## src/rtl/tape_prefetch_pkg.sv

```systemverilog
// rtl/tape_prefetch_pkg.sv - shared SDRAM constants, tape bank and prefetch FSM encoding
package tape_prefetch_pkg;

  localparam int         SDRAM_AW   = 23;
  localparam logic [1:0] TAPE_BANK  = 2'd3;
  localparam logic [7:0] EMPTY_BYTE = 8'hFF;

  typedef enum logic [1:0] {
    ST_IDLE    = 2'd0,
    ST_RD_WAIT = 2'd1,
    ST_WR_WAIT = 2'd2
  } tp_state_t;

  function automatic int fifo_count_w(input int depth);
    return $clog2(depth) + 1;
  endfunction

endpackage

```

## src/rtl/tape_fifo.sv

```systemverilog
// rtl/tape_fifo.sv - show-ahead byte FIFO with occupancy count and synchronous flush
module tape_fifo
  import tape_prefetch_pkg::*;
#(
  parameter int DEPTH = 8
) (
  input  logic                             clk,
  input  logic                             reset,
  input  logic                             flush,
  input  logic                             push,
  input  logic [7:0]                       din,
  input  logic                             pop,
  output logic [7:0]                       dout,
  output logic                             empty,
  output logic [fifo_count_w(DEPTH)-1:0]   count
);
  localparam int PW = $clog2(DEPTH);

  logic [7:0]    r_mem [DEPTH];
  logic [PW-1:0] r_wr_ptr;
  logic [PW-1:0] r_rd_ptr;
  logic [PW:0]   r_count;
  logic          w_empty;
  logic          w_pop;

  assign w_empty = (r_count == '0);
  assign w_pop   = pop && !w_empty;

  always_ff @(posedge clk) begin
    if (push) begin
      r_mem[r_wr_ptr] <= din;
    end
  end

  always_ff @(posedge clk) begin
    if (reset || flush) begin
      r_wr_ptr <= '0;
      r_rd_ptr <= '0;
      r_count  <= '0;
    end else begin
      if (push) begin
        r_wr_ptr <= r_wr_ptr + 1'b1;
      end
      if (w_pop) begin
        r_rd_ptr <= r_rd_ptr + 1'b1;
      end
      case ({push, w_pop})
        2'b10:   r_count <= r_count + 1'b1;
        2'b01:   r_count <= r_count - 1'b1;
        default: r_count <= r_count;
      endcase
    end
  end

  // Head is visible combinationally so a byte shows up the cycle after its push.
  assign dout  = w_empty ? EMPTY_BYTE : r_mem[r_rd_ptr];
  assign empty = w_empty;
  assign count = r_count;

endmodule

```

## src/rtl/tape_prefetch.sv

```systemverilog
// rtl/tape_prefetch.sv - tape playback prefetcher: window fetch over the SDRAM tape port into a byte FIFO
module tape_prefetch
  import tape_prefetch_pkg::*;
#(
  parameter int DEPTH = 8,
  parameter int AW    = SDRAM_AW
) (
  input  logic          clk,
  input  logic          reset,
  input  logic          ld,
  input  logic [AW-1:0] ld_addr,
  input  logic [AW-1:0] end_addr,
  input  logic          pop,
  output logic [7:0]    dout,
  output logic          empty,
  output logic          done,
  input  logic          wr_req,
  input  logic [AW-1:0] wr_addr,
  input  logic [7:0]    wr_data,
  output logic          wr_busy,
  output logic [AW-1:0] tape_addr,
  output logic [7:0]    tape_din,
  output logic          tape_rd,
  output logic          tape_wr,
  input  logic [7:0]    tape_dout,
  input  logic          tape_ack
);
  localparam int            CW   = fifo_count_w(DEPTH);
  localparam logic [CW-1:0] FULL = CW'(DEPTH);

  tp_state_t     r_state;
  tp_state_t     w_state_nxt;
  logic          r_ack_q;
  logic          r_discard;
  logic          r_wr_done;
  logic [AW-1:0] r_fetch_addr;
  logic [AW-1:0] r_end_addr;
  logic [AW-1:0] r_tape_addr;
  logic [7:0]    r_tape_din;
  logic          r_tape_rd;
  logic          r_tape_wr;

  logic [CW-1:0] w_count;
  logic          w_fifo_empty;
  logic          w_ack;
  logic          w_wr_pending;
  logic          w_fetch_ok;
  logic          w_start_rd;
  logic          w_start_wr;
  logic          w_push;

  assign w_ack = tape_ack ^ r_ack_q;
  // The cycle after a write ack still shows the old request; don't replay it.
  assign w_wr_pending = wr_req && !r_wr_done;
  assign w_fetch_ok   = (r_fetch_addr < r_end_addr) && (w_count < FULL) && !ld;

  always_comb begin
    w_state_nxt = r_state;
    w_start_rd  = 1'b0;
    w_start_wr  = 1'b0;
    w_push      = 1'b0;
    case (r_state)
      ST_IDLE: begin
        if (w_wr_pending) begin
          w_state_nxt = ST_WR_WAIT;
          w_start_wr  = 1'b1;
        end else if (w_fetch_ok) begin
          w_state_nxt = ST_RD_WAIT;
          w_start_rd  = 1'b1;
        end
      end
      ST_RD_WAIT: begin
        if (w_ack) begin
          w_state_nxt = ST_IDLE;
          w_push      = !r_discard && !ld;
        end
      end
      ST_WR_WAIT: begin
        if (w_ack) begin
          w_state_nxt = ST_IDLE;
        end
      end
      default: w_state_nxt = ST_IDLE;
    endcase
  end

  always_ff @(posedge clk) begin
    if (reset) begin
      r_state <= ST_IDLE;
    end else begin
      r_state <= w_state_nxt;
    end
  end

  always_ff @(posedge clk) begin
    if (reset) begin
      r_ack_q      <= tape_ack;
      r_discard    <= 1'b0;
      r_wr_done    <= 1'b0;
      r_fetch_addr <= '0;
      r_end_addr   <= '0;
      r_tape_addr  <= '0;
      r_tape_din   <= '0;
      r_tape_rd    <= 1'b0;
      r_tape_wr    <= 1'b0;
    end else begin
      r_ack_q   <= tape_ack;
      r_wr_done <= 1'b0;
      if (w_start_rd) begin
        r_tape_addr <= r_fetch_addr;
        r_tape_rd   <= 1'b1;
      end
      if (w_start_wr) begin
        r_tape_addr <= wr_addr;
        r_tape_din  <= wr_data;
        r_tape_wr   <= 1'b1;
      end
      // A reload while a read is in flight marks that byte as stale.
      if (w_ack && (r_state == ST_RD_WAIT)) begin
        r_tape_rd <= 1'b0;
        r_discard <= 1'b0;
      end else if (ld && (r_state == ST_RD_WAIT)) begin
        r_discard <= 1'b1;
      end
      if (w_ack && (r_state == ST_WR_WAIT)) begin
        r_tape_wr <= 1'b0;
        r_wr_done <= 1'b1;
      end
      if (ld) begin
        r_fetch_addr <= ld_addr;
        r_end_addr   <= end_addr;
      end else if (w_push) begin
        r_fetch_addr <= r_fetch_addr + 1'b1;
      end
    end
  end

  tape_fifo #(
    .DEPTH(DEPTH)
  ) u_fifo (
    .clk   (clk),
    .reset (reset),
    .flush (ld),
    .push  (w_push),
    .din   (tape_dout),
    .pop   (pop),
    .dout  (dout),
    .empty (w_fifo_empty),
    .count (w_count)
  );

  assign empty     = w_fifo_empty;
  assign done      = (r_fetch_addr >= r_end_addr) && w_fifo_empty && (r_state == ST_IDLE);
  assign wr_busy   = wr_req && !r_wr_done;
  assign tape_addr = r_tape_addr;
  assign tape_din  = r_tape_din;
  assign tape_rd   = r_tape_rd;
  assign tape_wr   = r_tape_wr;

endmodule
```

## config.mk

```make
export PLATFORM = sky130hd
export DESIGN_NAME = tape_prefetch
export DESIGN_NICKNAME = d
export VERILOG_FILES = /design/src/rtl/tape_prefetch_pkg.sv /design/src/rtl/tape_fifo.sv /design/src/rtl/tape_prefetch.sv
export SDC_FILE = /design/constraint.sdc
export NUM_CORES = 1
export LEC_CHECK = 0
export CORE_MARGIN = 8
export CORE_UTILIZATION = 50
export CTS_CLUSTER_SIZE = 30
export DETAILED_ROUTE_END_ITERATION = 8
export GPL_TIMING_DRIVEN = 0
export PLACE_DENSITY_LB_ADDON = 0.25
export SLEW_MARGIN = 20
export SYNTH_ARGS = -nofsm -noshare
export SYNTH_HDL_FRONTEND = slang
export SYNTH_SLANG_ARGS = --single-unit
```

## constraint.sdc

```tcl
create_clock -name clk -period 3.3 [get_ports clk]
set_clock_uncertainty 0.05 [all_clocks]
set_input_delay 0.825 -clock clk [delete_from_list [all_inputs] [get_ports clk]]
set_output_delay 0.825 -clock clk [all_outputs]
set_load 0.03 [all_outputs]
```

==> reports/results.ini, run 1 <==
[synthesis]
synth.most_common_cell = dfxtp_1
synthCells = 699
yosys_warnings = 0
synth_common_cells = dfxtp_1 (97), nor2_1 (71), edfxtp_1 (64), nand2_1 (64), a21oi_1 (58)
synthArstFlopShare_pct = 0
synth_area_leaders = dfxtp_1 (26%), edfxtp_1 (26%), ha_1 (5.4%), mux4_2 (4.8%), mux2i_1 (4.2%)
synth-edff-count = 64
avgSynthCellArea_sq_um = 10.6
ys_types = 47
synthesis.area_sq_mm = 0.00743
yosys.area.top_type = dfxtp_1
synth_nets = 823
yosysSeqAreaShare_pct = 52.0
ys.flop_type = dfxtp_1
synth_top_area_share_pct = 26.1
ys_seq_elements = 161

[global_route]
antenna_found_initial = 0
gr-total-overflow = 0
grt_use_total_pct = 21.6
grt_pass1_vias = 6162
grt_max_degree = 17
grt_pass1_wl_um = 31200

[setup_path]
worst-path-max-fanout = 5
cp_common_cell = nor2_1
crit_slowest_cell = dfxtp_1
crit_required_ps = 2420
critPathLaunchType = flip-flop
critical_path_buf_inv_count = 2
reg2reg_slack_ps = 270
path_class = reg -> out
crit_chain = ha_1 > nand4_1 > nor2_1 > a221oi_2 > nand3_2 > buf_6 > a21oi_1 > nor2_1 > clkbuf_4
cp.arrival_ps = 2340
cp_top_family = simple AND/OR/NAND/NOR gates
critPathCaptureType = output pin
crit_path_max_incr_delay_ps = 430

[routing]
drt_iter0_markers = 405
routedWlPerCell_um = 19.4
highest_layer = met4
drc = 0
wl_met2_um = 10700
met3_length_um = 1020
via_per_inst = 5.69
ant_nets = 0
drt_pass1_iterations = 7
dr_total_vias = 5975
routed_wl_um = 20400
drt-met1-wl_um = 8140

[pwr]
p_per_area_mw_per_mm2 = 513
leakagePower_nw = 3.53
report.power.total_w = 0.00496
ir_drop_uv = 378

[placed_design]
dpl.hpwl_um = 15200
placedCellCount = 1016
io_buffer_count = 133
gp_congestion = 0.898

[clock_network]
cts_tree = yes
numCtsBuffers = 17
cts-root-buf = clkbuf_16
numClockSinks = 161
clockBufferDepth = 2
clk_pin_slew_ps = 70
htree_num_levels = 4
clk_latency_ps = 430
hold_buffers = 0

[finish]
antenna_cells = 0
layout-drive-gt1-share_pct = 9.46
multi_input_area_sq_mm = 0.00332
syn2layout_area_growth_pct = 30.0
layout.area.seq_sq_mm = 0.00388
fillCellCount = 1159
finalNetCount = 979
post_layout_nonfiller_instances = 1051

[timing]
rsz0062_at_grt = no
min_period_over_period_pct = 97.5
finalHoldViolations = 0
maxSlewHeadroom_pct = 37.5
timing.fmax_mhz = 311
finalSetupViolations = 0
tightestPinTransition_ps = 930
holdWs_ps = 410
finalSetupTns_ps = 0
drv_slew = 0
post-route-min-period_ps = 3220

[status]
outcome = complete, no violations

[floorplan]
die_width_um = 138
chipHeight_um = 138
rows = 44
dieArea_sq_mm = 0.0190
ios = 135
core_area_sq_mm = 0.0145
start_util_pct = 51.1

[min_path]
min_path_type = reg -> reg

[job]
drv_cap = 0

==> worst reg2reg max path, delay by kind of cell, from the launching register on <==
kind	cells	cell delay [ps]
compound gates	3	500
flops	1	330
fa+ha+maj	2	530
buf+inv	2	400
xor+xnor	1	90
simple gates	3	1070
==> flip-flops by register name (all words and copies together), names as in the netlist, named ones only <==
name,flops
r_ack_q,1
tape_addr,23
r_fetch_addr,23
tape_rd,1
tape_din,8
tape_wr,1
r_wr_done,1
u_fifo.r_rd_ptr,3
r_state,2
u_fifo.r_wr_ptr,3
u_fifo.count,4
r_discard,1
r_end_addr,23
u_fifo.r_mem,64
==> timing repair <==
action	4_1_cts	5_1_grt
endpoints found under the setup margin	11	24
buffers inserted	1	5
gates resized for setup	31	15
pin swaps	1	6
==> area by class of cell <==
cell class	count	area share, %
flip-flops and latches	161	40.1
multi-input cells	460	34.4
repair buffers	139	14.2
clock buffers	18	4.44
well taps	184	2.38
plain buffers	42	1.88
inverters	34	1.32
clock inverters	13	1.31
==> logic make-up (layout without fill, tap and decap cells) <==
| family | Yosys count | count (layout) | share of synthesized area, % |
|---|---|---|---|
| AO/OA/AOI/OAI | 137 | 137 | 12.1 |
| XOR/XNOR | 28 | 28 | 3.40 |
| adder cells (fa/ha/maj) | 33 | 33 | 5.66 |
| buffers and inverters | 78 | 246 | 4.04 |
| flip-flops | 161 | 161 | 52.0 |
| multiplexers | 47 | 47 | 9.02 |
| AND/OR/NAND/NOR | 215 | 215 | 13.8 |
==> worst paths after layout <==
path	startpoint	end	cells after the start
worst max register to register	u_fifo.count[3]	u_fifo.count[3]	11
worst min register to register	tape_din[4]	tape_din[4]	2
worst max-delay path	r_fetch_addr[16]	done	9
worst min-delay path	tape_din[4]	tape_din[4]	2
==> layout by cell type (no fill, tap or decap), drive strengths merged, types with 5 or more instances in the layout <==
cell type      count
a211oi            16
mux2i             31
a32oi             21
nand2             64
inv               39
and3              27
a21oi             58
nand4              8
clkdlybuf4s50    121
nand3             12
dfxtp             97
xnor2              9
nor3              10
edfxtp            64
clkinv             5
ha                32
xor2              19
o21ai              8
dlygate4sd2        9
nor2              71
clkbuf            52
mux4              16
buf               15
o211ai            23
==> where the power goes <==
group	total, W	switching (W)	internal, W	leakage (nW)
Sequential	0.00223	0.0000772	0.00216	1.38
Clock	0.00188	0.000828	0.00105	0.267
Combinational	0.000849	0.000482	0.000367	1.88
==> metrics by stage <==
stage | cell area (sq um) | setup WS [ps] | utilization (%)
finish | 9660 | 83.9 | 66.5
global route | 9660 | 7.68 | 66.5
CTS | 9580 | 2.57 | 65.9
detailed placement | 9000 | -674 | 61.9
global placement | 8990 | -681 | 61.9
floorplan | 7430 | 319 | -
==> per-layer routing <==
layer,vias to the layer above,track usage (%)
met4,0,9.85
met2,174,38.8
met5,-,0
li1,2852,-
met3,39,4.86
met1,2910,23.7
(Power assumes the default switching activity.)
==> inputs of run 2 (changes only) <==
==> constraint.sdc (replaced) <==
create_clock -name clk -period 3.3 [get_ports clk]
set_clock_uncertainty 0.05 [all_clocks]
set_input_delay 0.99 -clock clk [delete_from_list [all_inputs] [get_ports clk]]
set_output_delay 0.99 -clock clk [all_outputs]
set_load 0.03 [all_outputs]
==> run 2 against run 1 <==
  * Sequential share of layout area fell by 0.17 points
  * The flow now finishes with violations (setup timing)
  * Global-route usage rose by 0.13 points
  * Register-to-register slack gained 30 ps
  * Largest cell class unchanged
  * Final cell count decreased by 0.19%
  * Fmax shrank 3.7%
  * Core utilization rose by 0.59 points
==> reports/results.ini, run 2 (synthesis gave the netlist of run 1 again) <==
[global_route]
grt_pass1_wl_um = 31400  ; was 31200 um
grt_pass1_vias = 6189  ; was 6162
antenna_found_initial = 0  ; unchanged
grt_max_degree = 17  ; unchanged
grt_use_total_pct = 21.7  ; was 21.6%
gr-total-overflow = 0  ; unchanged

[pwr]
leakagePower_nw = 3.52  ; was 3.53 nW
ir_drop_uv = 380  ; was 378 uV
p_per_area_mw_per_mm2 = 510  ; was 513 mW/mm^2
report.power.total_w = 0.00497  ; was 0.00496 W

[timing]
maxSlewHeadroom_pct = 37.0  ; was 37.5%
tightestPinTransition_ps = 938  ; was 930 ps
worst_slack_ps = -39.4  ; was 83.9 ps
rsz0062_at_grt = yes  ; was no
timing.fmax_mhz = 299  ; was 311 MHz
post-route-min-period_ps = 3340  ; was 3220 ps
drv_slew = 0  ; unchanged
finalSetupViolations = 1  ; was 0
min_period_over_period_pct = 101  ; was 97.5%
finalHoldViolations = 0  ; unchanged

[finish]
multi_input_area_sq_mm = 0.00341  ; was 0.00332 sq mm
largest_register_ffs = 64  ; unchanged
antenna_cells = 0  ; unchanged
fillCellCount = 1128  ; was 1159
regMostFlops = u_fifo.r_mem  ; unchanged
layout_common_cells = clkdlybuf4s50_1 (121), dfxtp_1 (78), nor2_1 (71)  ; was clkdlybuf4s50_1 (121), dfxtp_1 (88), nor2_1 (71)
syn2layout_area_growth_pct = 31.1  ; was 30.0%
layout_commonest_cell = clkdlybuf4s50_1  ; unchanged
fin_util_pct = 67.1  ; was 66.5%
layout.area.seq_sq_mm = 0.00389  ; was 0.00388 sq mm
finalNetCount = 977  ; was 979
layout-drive-gt1-share_pct = 11.9  ; was 9.46%

[min_path]
min_to = tape_din[4]  ; unchanged
hp-start = tape_din[4]  ; unchanged
hold_depth = 2  ; unchanged
min_path_type = reg -> reg  ; unchanged

[clock_network]
htree_num_levels = 4  ; unchanged
cts-root-buf = clkbuf_16  ; unchanged
clk_latency_ps = 420  ; was 430 ps
hold_buffers = 0  ; unchanged
numCtsBuffers = 17  ; unchanged
cts_tree = yes  ; unchanged
clockBufferDepth = 2  ; unchanged
clk_pin_slew_ps = 70  ; about the same
numClockSinks = 161  ; unchanged

[setup_path]
path_class = reg -> out  ; unchanged
critPathCaptureType = output pin  ; unchanged
cp.arrival_ps = 2300  ; was 2340 ps
worst-path-max-fanout = 5  ; unchanged
reg2reg_slack_ps = 300  ; was 270 ps
critPathLaunchType = flip-flop  ; unchanged
crit_required_ps = 2260  ; was 2420 ps
r2r-start = u_fifo.count[3]  ; unchanged
reg2reg_to = u_fifo.count[3]  ; unchanged
reg2reg_depth = 10  ; was 11
startpoint = r_fetch_addr[18]  ; was r_fetch_addr[16]

[placed_design]
post-place-ws_ps = -839  ; was -674 ps
dpl.hpwl_um = 15200  ; unchanged
io_buffer_count = 133  ; unchanged
gp_congestion = 0.898  ; unchanged

[routing]
ant_nets = 0  ; unchanged
routed_wl_um = 20500  ; was 20400 um
drc = 0  ; unchanged
drt_iter0_markers = 358  ; was 405
via_per_inst = 5.72  ; was 5.69
dr_total_vias = 6001  ; was 5975
routedWlPerCell_um = 19.6  ; was 19.4 um
drt_pass1_iterations = 4  ; was 7

[status]
outcome = finished with violations  ; was complete, no violations
violations = setup timing

[job]
drv_cap = 0  ; unchanged

[floorplan]
start_util_pct = 51.1  ; unchanged
die_width_um = 138  ; unchanged
chipHeight_um = 138  ; unchanged
ios = 135  ; unchanged
rows = 44  ; unchanged
core_area_sq_mm = 0.0145  ; unchanged
dieArea_sq_mm = 0.0190  ; unchanged

==> run 2: layer usage <==
metal,vias to the layer above,global-route usage [%],wire length (um)
li1,2860,-,-
met1,2928,23.9,8140
met2,171,38.8,10700
met3,42,4.93,1060
met4,0,10.1,644
met5,-,0,0
==> run 2: through the flow <==
stage / setup TNS [ps] / cell area [sq um] / std cells / hold slack [ps]
CTS: 0 / 9700 / 1050 / 411
finish: -39.4 / 9750 / 1049 / 411
global placement: -40030 / 8990 / 1016 / 393
floorplan: 0 / 7430 / 699 / 404
global route: -118 / 9750 / 1049 / 441
detailed placement: -39200 / 9000 / 1016 / 402
==> run 2: repair_timing <==
item	in CTS	in global routing
endpoints found under the setup margin	37	27
gates resized for setup	56	19
buffers inserted	5	0
pin swaps	9	5
cloned	0	0
==> run 2: area by class of cell <==
| class | instances | share of cell area, % |
|---|---|---|
| buffer | 41 | 1.91 |
| clock buffer | 18 | 4.40 |
| clock inverter | 13 | 1.30 |
| inverter | 34 | 1.31 |
| multi-input combinational | 460 | 35.0 |
| sequential | 161 | 40.0 |
| tap | 184 | 2.36 |
| timing repair buffer | 138 | 13.7 |
==> run 2: worst max path at each step <==
stage	to	slack, ps	cells past startpoint
6_report	done	-40	9
3_3_place_gp	u_fifo.r_mem[0][5]	-850	5
4_1_cts	dout[6]	1	5
3_5_place_dp	dout[6]	-840	6
2_1_floorplan	dout[5]	150	5
5_1_grt	done	-120	10
==> run 2: power by group <==
part	switching, W	total (W)	internal, W
Sequential	0.0000806	0.00224	0.00216
Clock	0.000824	0.00187	0.00105
Combinational	0.000487	0.000860	0.000373
==> run 2: worst max-delay path, stage by stage, from the launching register on <==
cell	delay [ps]
dfxtp_2	420
ha_4	240
nand4_1	170
nor2_1	90
a221oi_2	290
nand3_2	150
clkbuf_8	170
a21oi_1	110
nor2_1	70
buf_4	160
==> inputs of run 3 (changes only) <==
--- a/config.mk
+++ b/config.mk
@@ -10,6 +10,7 @@
 export CTS_CLUSTER_SIZE = 30
 export DETAILED_ROUTE_END_ITERATION = 8
 export GPL_TIMING_DRIVEN = 0
+export HOLD_SLACK_MARGIN = 0.02
 export PLACE_DENSITY_LB_ADDON = 0.25
 export SLEW_MARGIN = 20
 export SYNTH_ARGS = -nofsm -noshare
==> results of run 3 <==
Final layout, timing and power as in run 2 (identical DEF).
